### src/rtl/cpu_core_if.sv
// Host-side bundle for cpu_core: program/debug load, start control and status.
interface cpu_core_if #(
  parameter int unsigned DATA_W  = 8,
  parameter int unsigned IMEM_AW = 8
);
  logic               start;
  logic               imem_we;
  logic [IMEM_AW-1:0] imem_addr;
  logic [15:0]        imem_wdata;
  logic               dbg_we;
  logic [2:0]         dbg_addr;
  logic [DATA_W-1:0]  dbg_wdata;
  logic [DATA_W-1:0]  dbg_rdata;
  logic [DATA_W-1:0]  result;
  logic               carry_out;
  logic               zero_flag;
  logic [IMEM_AW-1:0] pc;
  logic               busy;
  logic               halted;

  modport master (
    output start, imem_we, imem_addr, imem_wdata, dbg_we, dbg_addr, dbg_wdata,
    input  dbg_rdata, result, carry_out, zero_flag, pc, busy, halted
  );

  modport slave (
    input  start, imem_we, imem_addr, imem_wdata, dbg_we, dbg_addr, dbg_wdata,
    output dbg_rdata, result, carry_out, zero_flag, pc, busy, halted
  );
endinterface

### src/rtl/cpu_core.sv
// Multicycle CPU core: FETCH/DECODE/EXECUTE/WRITEBACK, 8 registers, 16-bit
// instructions, zero/carry flags and a host load port usable while stopped.
module cpu_core #(
  parameter int unsigned DATA_W  = 8,
  parameter int unsigned IMEM_AW = 8
) (
  input  logic     clk,
  input  logic     reset,
  cpu_core_if.slave bus
);

  typedef enum logic [2:0] {
    S_IDLE, S_FETCH, S_DECODE, S_EXECUTE, S_WRITEBACK, S_HALTED
  } state_t;

  state_t             r_state, w_next;
  logic [15:0]        r_imem [2**IMEM_AW];
  logic [DATA_W-1:0]  r_rf [8];
  logic [15:0]        r_ir;
  logic [DATA_W-1:0]  r_a, r_b, r_wb, r_result;
  logic               r_carry, r_zero;
  logic [IMEM_AW-1:0] r_pc;

  logic               w_host_ok, w_busy, w_halted;
  logic [3:0]         w_op;
  logic [2:0]         w_rd, w_rs1, w_rs2;
  logic [7:0]         w_imm;
  logic [DATA_W:0]    w_sum, w_diff;
  logic [DATA_W-1:0]  w_alu;
  logic               w_alu_c, w_alu_op, w_wr_op, w_take;

  assign w_op  = r_ir[15:12];
  assign w_rd  = r_ir[11:9];
  assign w_rs1 = r_ir[8:6];
  assign w_rs2 = r_ir[5:3];
  assign w_imm = r_ir[7:0];

  assign w_host_ok = (r_state == S_IDLE) || (r_state == S_HALTED);
  assign w_alu_op  = (w_op >= 4'h1) && (w_op <= 4'h5);
  assign w_wr_op   = (w_op >= 4'h1) && (w_op <= 4'h7);
  assign w_take    = (w_op == 4'h8) || ((w_op == 4'h9) && r_zero) ||
                     ((w_op == 4'hA) && r_carry);

  always_ff @(posedge clk or negedge reset) begin
    if (!reset) r_state <= S_IDLE;
    else        r_state <= w_next;
  end

  always_comb begin
    w_next = r_state;
    case (r_state)
      S_IDLE, S_HALTED: if (bus.start) w_next = S_FETCH;
      S_FETCH:          w_next = S_DECODE;
      S_DECODE:         w_next = S_EXECUTE;
      S_EXECUTE:        w_next = (w_op == 4'hF) ? S_HALTED : S_WRITEBACK;
      S_WRITEBACK:      w_next = S_FETCH;
      default:          w_next = S_IDLE;
    endcase
  end

  always_comb begin
    w_busy   = 1'b0;
    w_halted = 1'b0;
    case (r_state)
      S_FETCH, S_DECODE, S_EXECUTE, S_WRITEBACK: w_busy = 1'b1;
      S_HALTED:                                  w_halted = 1'b1;
      default: ;
    endcase
  end

  // Extra top bit of the widened sum/difference is carry for ADD, borrow for SUB.
  always_comb begin
    w_sum   = {1'b0, r_a} + {1'b0, r_b};
    w_diff  = {1'b0, r_a} - {1'b0, r_b};
    w_alu   = '0;
    w_alu_c = 1'b0;
    case (w_op)
      4'h1: begin w_alu = w_sum[DATA_W-1:0];  w_alu_c = w_sum[DATA_W];  end
      4'h2: begin w_alu = w_diff[DATA_W-1:0]; w_alu_c = w_diff[DATA_W]; end
      4'h3: w_alu = r_a & r_b;
      4'h4: w_alu = r_a | r_b;
      4'h5: w_alu = r_a ^ r_b;
      default: ;
    endcase
  end

  // Instruction memory is deliberately outside the reset domain.
  always_ff @(posedge clk) begin
    if (w_host_ok && bus.imem_we) r_imem[bus.imem_addr] <= bus.imem_wdata;
  end

  always_ff @(posedge clk or negedge reset) begin
    if (!reset) begin
      r_ir     <= '0;
      r_a      <= '0;
      r_b      <= '0;
      r_wb     <= '0;
      r_result <= '0;
      r_carry  <= 1'b0;
      r_zero   <= 1'b0;
      r_pc     <= '0;
      r_rf     <= '{default: '0};
    end else begin
      case (r_state)
        S_IDLE, S_HALTED: begin
          if (bus.dbg_we) r_rf[bus.dbg_addr] <= bus.dbg_wdata;
          if (bus.start)  r_pc <= '0;
        end
        S_FETCH: r_ir <= r_imem[r_pc];
        S_DECODE: begin
          r_a <= r_rf[w_rs1];
          r_b <= r_rf[w_rs2];
        end
        S_EXECUTE: begin
          if (w_alu_op) begin
            r_result <= w_alu;
            r_carry  <= w_alu_c;
            r_zero   <= (w_alu == '0);
          end
          r_wb <= (w_op == 4'h6) ? DATA_W'(w_imm) :
                  (w_op == 4'h7) ? r_a : w_alu;
        end
        S_WRITEBACK: begin
          if (w_wr_op) r_rf[w_rd] <= r_wb;
          r_pc <= w_take ? w_imm[IMEM_AW-1:0] : r_pc + IMEM_AW'(1);
        end
        default: ;
      endcase
    end
  end

  assign bus.dbg_rdata = r_rf[bus.dbg_addr];
  assign bus.result    = r_result;
  assign bus.carry_out = r_carry;
  assign bus.zero_flag = r_zero;
  assign bus.pc        = r_pc;
  assign bus.busy      = w_busy;
  assign bus.halted    = w_halted;

endmodule
### src/flat_wrapper.sv
// flat-port wrapper written by rule: the top's interface ports become plain ports
module cpu_core_flat 
#(
  parameter int unsigned DATA_W  = 8,
  parameter int unsigned IMEM_AW = 8
)
  (clk, reset, bus_start, bus_imem_we, bus_imem_addr, bus_imem_wdata, bus_dbg_we, bus_dbg_addr, bus_dbg_wdata, bus_dbg_rdata, bus_result, bus_carry_out, bus_zero_flag, bus_pc, bus_busy, bus_halted);
  cpu_core_if #(.DATA_W(DATA_W), .IMEM_AW(IMEM_AW)) bus_i ();
  input  logic clk;
  input  logic reset;
  input wire logic [$bits(bus_i.start)-1:0] bus_start;
  input wire logic [$bits(bus_i.imem_we)-1:0] bus_imem_we;
  input wire logic [$bits(bus_i.imem_addr)-1:0] bus_imem_addr;
  input wire logic [$bits(bus_i.imem_wdata)-1:0] bus_imem_wdata;
  input wire logic [$bits(bus_i.dbg_we)-1:0] bus_dbg_we;
  input wire logic [$bits(bus_i.dbg_addr)-1:0] bus_dbg_addr;
  input wire logic [$bits(bus_i.dbg_wdata)-1:0] bus_dbg_wdata;
  output wire logic [$bits(bus_i.dbg_rdata)-1:0] bus_dbg_rdata;
  output wire logic [$bits(bus_i.result)-1:0] bus_result;
  output wire logic [$bits(bus_i.carry_out)-1:0] bus_carry_out;
  output wire logic [$bits(bus_i.zero_flag)-1:0] bus_zero_flag;
  output wire logic [$bits(bus_i.pc)-1:0] bus_pc;
  output wire logic [$bits(bus_i.busy)-1:0] bus_busy;
  output wire logic [$bits(bus_i.halted)-1:0] bus_halted;
  assign bus_i.start = bus_start;
  assign bus_i.imem_we = bus_imem_we;
  assign bus_i.imem_addr = bus_imem_addr;
  assign bus_i.imem_wdata = bus_imem_wdata;
  assign bus_i.dbg_we = bus_dbg_we;
  assign bus_i.dbg_addr = bus_dbg_addr;
  assign bus_i.dbg_wdata = bus_dbg_wdata;
  assign bus_dbg_rdata = bus_i.dbg_rdata;
  assign bus_result = bus_i.result;
  assign bus_carry_out = bus_i.carry_out;
  assign bus_zero_flag = bus_i.zero_flag;
  assign bus_pc = bus_i.pc;
  assign bus_busy = bus_i.busy;
  assign bus_halted = bus_i.halted;
  cpu_core #(.DATA_W(DATA_W), .IMEM_AW(IMEM_AW)) u_core (.clk(clk), .reset(reset), .bus(bus_i));
endmodule
### config.mk
export PLATFORM = sky130hd
export DESIGN_NAME = cpu_core_flat
export DESIGN_NICKNAME = d
export VERILOG_FILES = /design/src/rtl/cpu_core_if.sv /design/src/rtl/cpu_core.sv /design/src/flat_wrapper.sv
export SDC_FILE = /design/constraint.sdc
export NUM_CORES = 2
export LEC_CHECK = 0
export ABC_CLOCK_PERIOD_IN_PS = 6900
export CAP_MARGIN = 20
export CORE_ASPECT_RATIO = 1.1
export CORE_MARGIN = 8
export CORE_UTILIZATION = 45
export CTS_CLUSTER_DIAMETER = 60
export DETAILED_ROUTE_END_ITERATION = 10
export GPL_ROUTABILITY_DRIVEN = 0
export SKIP_LAST_GASP = 1
export SYNTH_ARGS = -nofsm -noshare
export SYNTH_HDL_FRONTEND = slang
export SYNTH_SLANG_ARGS = --single-unit
### constraint.sdc
create_clock -name clk -period 6.9 [get_ports clk]
set_clock_uncertainty 0.15 [all_clocks]
set_input_delay 2.07 -clock clk [delete_from_list [all_inputs] [get_ports clk]]
set_output_delay 2.07 -clock clk [all_outputs]
set_load 0.01 [all_outputs]
-- After elaboration in Yosys (flattened, before gate mapping)
Memories as Yosys holds them, arrays and structs flattened. A register that Yosys moved wholly into a read port is not among the register bits.
Cells that the tools add are included.
- add/sub/neg operators: 3
- order comparisons: 9
- equal/unequal tests: 19
- multiplexer cells: 32
- bitwise gates (word level): 7
- reduce and logical (&&, ||, !) cells: 19
- operators with widths (kind ; number):
    $bwmux 64 ; 2
    $mux 64 ; 2
    $pmux 64 s2 ; 1
    $mux 8 ; 12
    $bmux 8 s3 ; 3
    $demux 8 s3 ; 2
    $pmux 8 s5 ; 1
    $eq 4x3->1 const B ; 4
    $eq 4x4->1 const B ; 4
    $ge 4x4->1 const B ; 4
    $not 3->4 ; 4
    $pmux 8 s2 ; 1
    $pmux 3 s5 ; 1
    $add 8x8->9 ; 1
    $sub 8x8->9 ; 1
    $add 8x1->8 const B ; 1
    $and 8x8->8 ; 1
    $eq 4x2->1 const B ; 2
    $le 4x3->1 const B ; 2
    $logic_not 8->1 ; 1
    $lt 4x1->1 const B ; 2
    $or 8x8->8 ; 1
    $xor 8x8->8 ; 1
    $logic_and 1x1->1 ; 7
    18 further kinds ; 28
- bits in registers: 109
- RAM bits: 4096
- bits of input ports: 40
- output and inout bits: 28
- word-level logic and storage cells: 106
- memories kept: 1
- memory list (name ; depth ; width ; rd ports ; clocked after Yosys merged registers in ; wr ports ; RTL line ; text):
    u_core.r_imem ; 256 ; 16 ; 1 ; 1 ; 1 ; cpu_core.sv:17 ; logic [15:0] r_imem [2**IMEM_AW];

-- Logic depth before layout (Yosys ltp)
- depth after elaboration: 8
- depth in mapped cells: 13
- depth with buffers taken out: 11

-- Worst setup path before layout
OpenSTA, ideal clock, no wires.
- path kind: input port to output port
- start: in bus_dbg_addr[1]
- end: out bus_dbg_rdata[5]
- arrival time: 3.580 ns
- data required time: 4.680 ns
- setup slack: 1.100 ns
- stages: 6
- buffers on the path: 4
- cell sequence: clkbuf_1 -> buf_1 -> buf_1 -> clkbuf_1 -> a31oi_1 -> o21ai_0
- longest elaborated chain between the ends: 4
- RTL lines (element ; RTL line ; text):
    from (decl) ; flat_wrapper.sv:16 ; input wire logic [$bits(bus_i.dbg_addr)-1:0] bus_dbg_addr;
    $not 3->4 (implied by the code) ; cpu_core.sv:132 ; assign bus.dbg_rdata = r_rf[bus.dbg_addr];
    $bmux 8 s3 ; cpu_core.sv:132 ;
    $mux 8 (implied by the code) (2 in a row) ; cpu_core.sv:132 ;
    to (decl) ; flat_wrapper.sv:18 ; output wire logic [$bits(bus_i.dbg_rdata)-1:0] bus_dbg_rdata;
No other way between the ends. The select of a mux whose other input is x is not followed.

-- Worst setup path in the final report
- start: in bus_dbg_addr[2]
- end: out bus_dbg_rdata[5]
The elaborated chain is that of the path after synthesis.

==> flow_summary_export.csv <==
group,metric,value,unit
global_route,antenna_found_initial,18,
sta,tns,0,ns
sta,final.min_clock_period,6.665,ns
drt,ant_nets,0,
drt,vias,82240,
sta,slew-limit-headroom,0.1714,
final_layout,nets,8083,
power_and_ir_drop,combPwrFrac,0.210,
synthesis,synth_top_area_cell,"edfxtp_1",
critical_path,worstPathArrival,4.44,ns
critical_path,max_stage_delay,0.65,ns
critical_path,reg2reg_slack,1.67,ns
drt,drc,0,
critical_path,cp-start-kind,"input pin",
floorplan,start_util,0.4511,
synthesis,synth-warning-count,0,
power_and_ir_drop,clkPwrFrac,0.345,
synthesis,yosys.cell_count.top_type,"edfxtp_1",
cts,ctsHoldBuffers,0,
cts,clk_latency,0.98,ns
synthesis,ys_types,69,
critical_path,crit_chain,"clkdlybuf4s50_1 -> clkinv_1 -> nor2_1 -> nand2_1 -> inv_1 -> a222oi_1 -> o21ai_0 -> clkdlybuf4s50_1",
sta,maxSlewViolCount,0,
job,maxCapViolations,0,
power_and_ir_drop,switching_power,18.53,mW
synthesis,async_flop_share,0.02961,
critical_path,slowest_stage,"clkdlybuf4s50_1",
cts,cts_max_path_buffers,4,
power_and_ir_drop,swShare,0.2817,
floorplan,rows,233,
critical_path,crit_family,"buffers and inverters",
drt,avgRoutedWirePerCell,34.57,um
critical_path,cp_num_buf_inv,4,
floorplan,die_height,650.9,um
critical_path,critPathRequiredTime,4.68,ns
cts,cts_tree,"built",
sta,fin_crit_sh,0.9659,
drt,drt_first_pass_iters,6,
global_route,grt_overflow,0,
global_route,grt_pass1_wl,642.4,mm
cts,path_clk_slew,0.06,ns
hold_path,min_from,"u_core.r_ir[3]$_DFFE_PN0P_",
synthesis,ys_seq_area_frac,0.7648,
placement,io_buffers,67,
synthesis,syn-cell-area,0.1649,sq mm
floorplan,dieArea,0.3861,sq mm
sta,final_hold_viol_count,0,
cts,numCtsBuffers,416,
global_route,grt_pass1_vias,82370,
synthesis,syn_nets,7516,
synthesis,synth_flop_cell,"edfxtp_1",
critical_path,crit_end,"bus_dbg_rdata[5]",
drt,via_per_inst,6.232,
placement,hpwlAfterDp,279.9,mm
power_and_ir_drop,p_seq_frac,0.445,
floorplan,io_pins,68,
critical_path,path_max_fanout,9,
cts,htreeDepth,5,
drt,wl,456.2,mm
run_status,status,"completed",
cts,cts.sinks,4221,
sta,fmax,150.0,MHz
critical_path,crit_type,"in -> out",
critical_path,r2r-start,"u_core.bus.pc[0]$_DFFE_PN0P_",
floorplan,core,0.3656,sq mm
sta,rsz0062_at_grt,"false",
synthesis,yosys-top-cells-area,"edfxtp_1, mux4_2, dfrtp_1, mux2i_1, nor2_1",
synthesis,ys_seq_elements,4221,
critical_path,cp-end-kind,"output pin",
power_and_ir_drop,p_int,47.26,mW
sta,tightest_slew,1.243,ns
critical_path,path_depth,8,
synthesis,synth_common_cells,"edfxtp_1, mux4_2, nor2_1",
final_layout,nFillCells,28360,
power_and_ir_drop,leakage,57.54,nW
synthesis,synth_top_area_frac,0.7458,
drt,drt-initial-drc-count,10420,
hold_path,hp-class,"reg -> reg",
synthesis,avgSynthCellArea,22.14,sq um
cts,post_cts_buffers,0,
critical_path,r2r_end,"u_core.r_ir[6]$_DFFE_PN0P_",
power_and_ir_drop,p_per_area,349.1,mW/mm^2
power_and_ir_drop,max-vdd-ir-drop,0.3264,mV
final_layout,drive_above_1_share,0.3003,
floorplan,die_x,593.2,um
critical_path,reg2reg_depth,9,
sta,setup_viol,0,
final_layout,syn_to_final_growth,14.26,%
critical_path,crit_path_frequent_cell,"clkdlybuf4s50_1",
global_route,gr-usage-all-layers,0.2327,
critical_path,startpoint,"bus_dbg_addr[2]",
sta,hold-worst-slack,0.3538,ns
synthesis,netlist_instances,7449,
cts,cts_resized,0,
global_route,grt_max_degree,146,
synthesis,synth_edf_count,4096,
cts,clockRootBuffer,"clkbuf_16",
-- cell usage in the layout (no fill, tap or decap), types with 25 or more instances in the layout --
cell type / count
o221ai_1: 105
clkdlybuf4s50_1: 50
clkbuf_16: 422
ha_1: 25
mux2i_1: 211
nand2_1: 106
nor3_1: 32
clkinv_2: 71
o21a_1: 61
o21ai_0: 104
dfrtp_1: 118
clkbuf_1: 86
edfxtp_1: 4096
clkinv_1: 87
bufinv_16: 44
nand3_1: 32
mux4_2: 1170
a221oi_1: 48
a21oi_1: 110
nor2_1: 241
inv_1: 25
buf_12: 51
buf_4: 465
o22ai_1: 55
a22oi_1: 62
nor2_2: 128
-- logic make-up (layout without fill, tap and decap cells) --
group,Yosys count,after routing,synth area share
buffers and inverters,469,1388,0.01310
flip-flops,4221,4221,0.7648
other,0,11,0
XOR/XNOR,2,2,0.0001062
AO/OA/AOI/OAI,670,670,0.02851
adder cells (fa/ha/maj),27,27,0.002140
multiplexers,1404,1404,0.1742
AND/OR/NAND/NOR,656,656,0.01718
-- per-layer routing --
| layer | routed length (um) | track usage | vias to the layer above |
|---|---|---|---|
| li1 | - | - | 32900 |
| met5 | 27 | 0 | - |
| met1 | 177700 | 0.3200 | 44570 |
| met4 | 21040 | 0.08906 | 4 |
| met2 | 221700 | 0.3773 | 3993 |
| met3 | 35770 | 0.03671 | 776 |
-- flip-flops by register name, indices dropped and copies added, names as in the netlist --
| register | count |
|---|---|
| u_core.bus.zero_flag | 1 |
| u_core.bus.pc | 8 |
| u_core.bus.result | 8 |
| u_core.r_ir | 16 |
| u_core.r_wb | 8 |
| u_core.bus.carry_out | 1 |
| u_core.r_b | 8 |
| u_core.r_state | 3 |
| u_core.r_imem | 4096 |
| u_core.r_rf | 64 |
| u_core.r_a | 8 |
-- cell type report --
cell class | instances | area [sq um] | share of cell area
clock buffer | 513 | 10950 | 0.05812
inverter | 30 | 117.6 | 0.0006241
antenna | 11 | 27.53 | 0.0001461
sequential | 4221 | 126200 | 0.6695
tap | 4817 | 6027 | 0.03198
clock inverter | 257 | 2751 | 0.01460
timing repair buffer | 588 | 5305 | 0.02815
multi-input combinational | 2759 | 37110 | 0.1969
-- worst min-delay path by stage --
stage	cells after the start	to	slack, ns
2_1_floorplan	2	u_core.r_wb[0]$_DFFE_PN0P_	0.32
3_3_place_gp	2	u_core.r_ir[3]$_DFFE_PN0P_	0.32
3_5_place_dp	2	u_core.r_ir[3]$_DFFE_PN0P_	0.34
4_1_cts	2	u_core.r_ir[3]$_DFFE_PN0P_	0.35
5_1_grt	2	u_core.r_ir[3]$_DFFE_PN0P_	0.39
6_report	2	u_core.r_ir[3]$_DFFE_PN0P_	0.35
-- through the flow --
step	util	instances	instance area [sq um]	power, mW	setup WS, ns
floorplan	-	7449	164900	37.92	1.100
global placement	0.4777	12410	174600	43.49	0.3369
detailed placement	0.4778	12410	174700	43.63	0.3471
CTS	0.5153	13180	188400	66.23	0.3326
global route	0.5154	13190	188400	67.70	0.2009
finish	0.5155	13200	188400	65.79	0.2352
-- worst min-delay path: cells and delay by family, from the launching register on --
family           cells  cell delay, ns
AO/OA/AOI/OAI        1            0.06
AND/OR/NAND/NOR      1            0.05
flip-flops           1            0.35
-- power by group through the flow --
stage / Clock [mW] / Combinational, mW / Sequential, mW
2_1_floorplan: 0 / 8.63 / 29.3
3_3_place_gp: 0 / 13.7 / 29.8
3_5_place_dp: 0 / 13.9 / 29.8
4_1_cts: 23.1 / 13.9 / 29.2
5_1_grt: 24.0 / 14.4 / 29.3
6_report: 22.7 / 13.8 / 29.3
Power figures use the tool's default switching activity.
